--- config.mk ---
export PLATFORM = sky130hd
export DESIGN_NAME = grf_wb_sched
export DESIGN_NICKNAME = d
export VERILOG_FILES = /design/src/rtl/grf_wb_sched.sv
export SDC_FILE = /design/constraint.sdc
export NUM_CORES = 1
export LEC_CHECK = 0
export ABC_CLOCK_PERIOD_IN_PS = 5600
export BUFFER_PORTS_ARGS = -buffer_cell sky130_fd_sc_hd__buf_4
export CORE_MARGIN = 2
export CORE_UTILIZATION = 25
export DETAILED_ROUTE_END_ITERATION = 10
export SKIP_LAST_GASP = 1
export SYNTH_ARGS = -nofsm -noshare
export SYNTH_HDL_FRONTEND = slang
export SYNTH_SLANG_ARGS = --single-unit
--- constraint.sdc ---
create_clock -name clk -period 5.6 [get_ports clk]
set_input_delay 1.4 -clock clk [delete_from_list [all_inputs] [get_ports clk]]
set_output_delay 1.4 -clock clk [all_outputs]
set_load 0.02 [all_outputs]
--- src/rtl/grf_wb_sched.sv ---
// Single-write-port GRF scheduler: W-stage write wins, long-latency results queue in a FIFO, zero-latency port select.
// Long-latency producers are backpressured via lu_ack; a busy scoreboard stalls D-stage readers and WAW issue.
module grf_wb_sched #(
  parameter int DEPTH = 2,
  parameter int DW    = 32,
  parameter int AW    = 5
) (
  input  logic                    clk,
  input  logic                    reset,
  input  logic                    pipe_we,
  input  logic [AW-1:0]           pipe_rw,
  input  logic [DW-1:0]           pipe_wd,
  input  logic                    lu_req,
  input  logic [AW-1:0]           lu_rw,
  input  logic [DW-1:0]           lu_wd,
  output logic                    lu_ack,
  input  logic                    iss_valid,
  input  logic [AW-1:0]           iss_rw,
  input  logic [AW-1:0]           rs,
  input  logic [AW-1:0]           rt,
  output logic                    stall,
  output logic                    grf_we,
  output logic [AW-1:0]           grf_rw,
  output logic [DW-1:0]           grf_wd,
  output logic [$clog2(DEPTH):0]  fifo_cnt,
  output logic                    conflict_err
);

  localparam int PW = $clog2(DEPTH);
  localparam int CW = PW + 1;
  localparam int NR = 1 << AW;
  localparam logic [CW-1:0] FULL = CW'(DEPTH);

  logic [DW-1:0]  wd_q [DEPTH];
  logic [AW-1:0]  rw_q [DEPTH];
  logic [PW-1:0]  wptr_q, wptr_d, rptr_q, rptr_d;
  logic [CW-1:0]  cnt_q, cnt_d;
  logic [NR-1:0]  busy_q, busy_d;
  logic           err_q, err_d;

  logic           pipe_win, pop, push, iss_set;
  logic           rs_hold, rt_hold, waw_hold;
  logic [AW-1:0]  head_rw;
  logic [DW-1:0]  head_wd;

  assign head_rw = rw_q[rptr_q];
  assign head_wd = wd_q[rptr_q];

  assign pipe_win = ~reset & pipe_we & (pipe_rw != '0);
  assign pop      = ~reset & ~pipe_win & (cnt_q != '0);
  assign lu_ack   = ~reset & lu_req & ((cnt_q < FULL) | pop);
  assign push     = lu_ack & (lu_rw != '0);

  // A source being popped this cycle is forwarded by the register file, so it need not stall.
  assign rs_hold  = (rs != '0) & busy_q[rs] & ~(pop & (head_rw == rs));
  assign rt_hold  = (rt != '0) & busy_q[rt] & ~(pop & (head_rw == rt));
  assign waw_hold = iss_valid & (iss_rw != '0) & busy_q[iss_rw];
  assign stall    = ~reset & (rs_hold | rt_hold | waw_hold);
  assign iss_set  = ~reset & iss_valid & (iss_rw != '0) & ~stall;

  always_comb begin
    grf_we = 1'b0;
    grf_rw = '0;
    grf_wd = '0;
    if (pipe_win) begin
      grf_we = 1'b1;
      grf_rw = pipe_rw;
      grf_wd = pipe_wd;
    end else if (pop) begin
      grf_we = 1'b1;
      grf_rw = head_rw;
      grf_wd = head_wd;
    end
  end

  always_comb begin
    wptr_d = push ? wptr_q + 1'b1 : wptr_q;
    rptr_d = pop  ? rptr_q + 1'b1 : rptr_q;
    cnt_d  = cnt_q;
    case ({push, pop})
      2'b10:   cnt_d = cnt_q + 1'b1;
      2'b01:   cnt_d = cnt_q - 1'b1;
      default: cnt_d = cnt_q;
    endcase
  end

  // Clear before set so a same-cycle reissue of the popped register keeps it busy.
  always_comb begin
    busy_d = busy_q;
    if (pop)     busy_d[head_rw] = 1'b0;
    if (iss_set) busy_d[iss_rw]  = 1'b1;
    busy_d[0] = 1'b0;
  end

  always_comb begin
    err_d = err_q;
    if (pipe_win & busy_q[pipe_rw])                     err_d = 1'b1;
    if (lu_ack & (lu_rw != '0) & ~busy_q[lu_rw])        err_d = 1'b1;
  end

  always_ff @(posedge clk) begin
    if (reset) begin
      wptr_q <= '0;
      rptr_q <= '0;
      cnt_q  <= '0;
      busy_q <= '0;
      err_q  <= 1'b0;
    end else begin
      wptr_q <= wptr_d;
      rptr_q <= rptr_d;
      cnt_q  <= cnt_d;
      busy_q <= busy_d;
      err_q  <= err_d;
    end
  end

  always_ff @(posedge clk) begin
    if (push) begin
      wd_q[wptr_q] <= lu_wd;
      rw_q[wptr_q] <= lu_rw;
    end
  end

  assign fifo_cnt     = cnt_q;
  assign conflict_err = err_q;

endmodule

==> metrics <==
status=finished clean; commonest non-fill, non-tap cell in the layout=buf_4; Worst Path Arrival=3540 ps; clock buffer depth=2; Flop pwr share=0.457; Synthesized Nets=698; Layout area overhead=25.63%; hold_buf cts=0; clk sinks=111; H-tree Lvls=3; Min-Delay Path Depth=2; GP Congestion=0.8211; Worst Path Required=4200 ps; switch share=0.3016; Port Buffers=136; Min-Delay Startpoint=rptr_q; final hold vios=0; Slew @ Worst Pin=between 600 and 700 ps; mapped cell area=6506 sq um; I/O Pins=137; clk_lat worst skew=360 ps; Post-Syn Instances=between 600 and 700; Reg-to-Reg End=busy_q[23]; Power, Total=slightly above 2000 uW; final wirelength=around 19 mm; DP HPWL=13.58 mm; Cell Chain, Critical Path=buf_4 > or4_4 > o21a_4 > or2_4 > clkinv_4 > a32oi_1 > a32o_2 > o21ba_2 > buf_4; Routed Antenna Nets=0; chip width=~170 microns; Final WS setup=around 660 ps; period utilization=0.8813; Routed WL per cell=17.63 microns; Setup violations, final=0; fill cell count=2696; initial antenna violation count=0; crit path capture type=primary output; r2r setup slk=2960 ps; most frequent cells in the layout=146 x buf_4, 80 x nand2_1, 74 x edfxtp_1; via count=5081; Final #Nets=809; CTS Buf Count=9; Slew headroom=0.5243; slowest CP cell=or4_4; pre-CTS setup slack=672.9 ps; worst-case reg-to-reg path depth=7; Leak=0.002823 uW; GRT Resource Usage Total=0.1337; synth warn=0; RSZ-0062 raised after global routing=false; Die Ht=165.3 microns; Synth cell types=49; post_cts resized=0; Sw Pwr=608.8 uW; CTS tree=built; register area=just under 3000 sq um; flop and latch count out of synthesis=111; DRC viols=0; Min Hold Slack=534.6 ps; Rows=around 60; worst-case clock skew=15.67 ps; multi-input logic area=3323 sq um; Clk pwr share=0.331; combinational share of power=0.212; DR vias/cell=4.821; Starting Density=0.2518; Iteration-0 DRC Markers=320; internal cell power=1410 uW; hold crit path type=reg -> reg; CP startpoint kind=input pin; Mean Syn Cell Area=10.79 sq um; number of global-route vias before repair=4770; max frequency=approximately 200 MHz; Ant. Diodes=0; Crit Path Category=in -> out; Final TNS setup=0 ps; first-pass GRT wire length=27.59 mm; CP most frequent cell=buf_4; 1st-pass router iterations=5; Peak supply drop=0.1663 mV; Die Area=~27000 sq um; CORE AREA=25840 sq um; CP max FO=21; post-CTS setup buffers=0; layout cells sized above 1=0.2990; grt total ovfl=0; PD cells=about 250 nW/um^2; max-slew violation count=0; maxcap violations=0; critical path's largest stage delay=520 ps; Tmin final=4935 ps; clk slew on worst S/H paths=80 ps; clock root cell=clkbuf_16; largest net degree at the start of global routing=50; Seq/Total Area, Yosys=0.4554
[kinds of logic (layout without fill, tap and decap cells)]
group | Yosys count | after routing | synth area share
AO/OA/AOI/OAI | 124 | 124 | 0.1192
buffers and inverters | 51 | 167 | 0.03673
flip-flops | 111 | 111 | 0.4554
adder cells (fa/ha/maj) | 1 | 1 | 0.001923
XOR/XNOR | 14 | 14 | 0.01885
multiplexers | 99 | 99 | 0.2152
AND/OR/NAND/NOR | 203 | 203 | 0.1527
[critical path: cells and delay by family]
kind                   cells  cell delay [ps]
AOI/OAI and AO/OA          4              890
and+or+nand+nor            2              830
buffers and inverters      3              410
[power by group through the flow]
stage / logic, uW / registers [uW] / clock network, uW
after floorplan: 257 / 935 / 0
after global placement: 428 / 941 / 0
after detailed placement: 431 / 943 / 0
after CTS: 432 / 923 / 690
after global routing: 463 / 927 / 722
final: 429 / 923 / 667
[how the worst max path moves through the flow]
| stage | start | end | slack (ps) | cells past startpoint |
|---|---|---|---|---|
| 4_1_cts | pipe_rw[0] | stall | 670 | 9 |
| 3_5_place_dp | pipe_rw[0] | stall | 670 | 9 |
| 2_1_floorplan | pipe_rw[0] | rw_q[0][0] | 640 | 6 |
| 3_3_place_gp | pipe_rw[0] | stall | 670 | 9 |
| 6_report | pipe_rw[0] | stall | 660 | 9 |
| 5_1_grt | pipe_rw[0] | stall | 620 | 9 |
[synthesized netlist by cell type (all sizes together)]
library cell  instances  area share
a21oi                 4      0.0031
a221o                 1      0.0015
a22oi                 1      0.0012
a311oi                2      0.0037
a31oi                 2      0.0019
a32o                  1      0.0017
a32oi                 2      0.0027
buf                  14       0.014
clkbuf               34       0.020
clkinv                1      0.0013
dfxtp                37        0.11
edfxtp               74        0.34
ha                    1      0.0019
inv                   2      0.0012
mux2                  7       0.012
mux2i                60       0.092
mux4                 32        0.11
nand2                80       0.046
nand2b                6      0.0058
nand3                 8      0.0062
nand3b               10       0.012
nand4                 7      0.0067
nand4b                3      0.0040
nor2                 37       0.021
nor2b                38       0.037
nor3                  6      0.0046
o211ai                1      0.0012
o21a                  1      0.0023
o21ai                70       0.054
o21ba                 1      0.0015
o21bai                1      0.0012
o221ai                1      0.0013
o22ai                 1     0.00096
o31ai                33       0.038
o32ai                 1      0.0013
o41a                  1      0.0017
or2                   1      0.0013
or3                   3      0.0029
or3b                  2      0.0027
or4                   2      0.0029
xnor2                11       0.015
xor2                  3      0.0040
[area by class of cell]
cell class	instances	area share
tap	335	0.05128
clock inverter	7	0.01102
timing repair buffer	148	0.1390
multi-input combinational	441	0.4066
inverter	3	0.001990
sequential	111	0.3626
clock buffer	9	0.02755
[registers in the layout, indices dropped and copies added, names as in the netlist, named ones only]
name,flops
wptr_q,1
rptr_q,1
busy_q,31
conflict_err,1
wd_q,64
fifo_cnt,2
rw_q,10
[per-stage QoR]
| step | instances | util | area (sq um) |
|---|---|---|---|
| global placement | 1038 | 0.3042 | 7859 |
| CTS | 1054 | 0.3164 | 8174 |
| detailed placement | 1038 | 0.3042 | 7859 |
| finish | 1054 | 0.3164 | 8174 |
| global route | 1054 | 0.3164 | 8174 |
| floorplan | 603 | - | 6506 |
[layer usage]
metal  part of all wire  vias to the layer above  GRT usage
met5                  0                        -          0
met4             0.0094                        0    0.03056
met3              0.074                       11    0.03197
met2               0.47                      181     0.2212
met1               0.45                     2411     0.1775
li1                   -                     2478          -
Power figures use the tool's default switching activity.
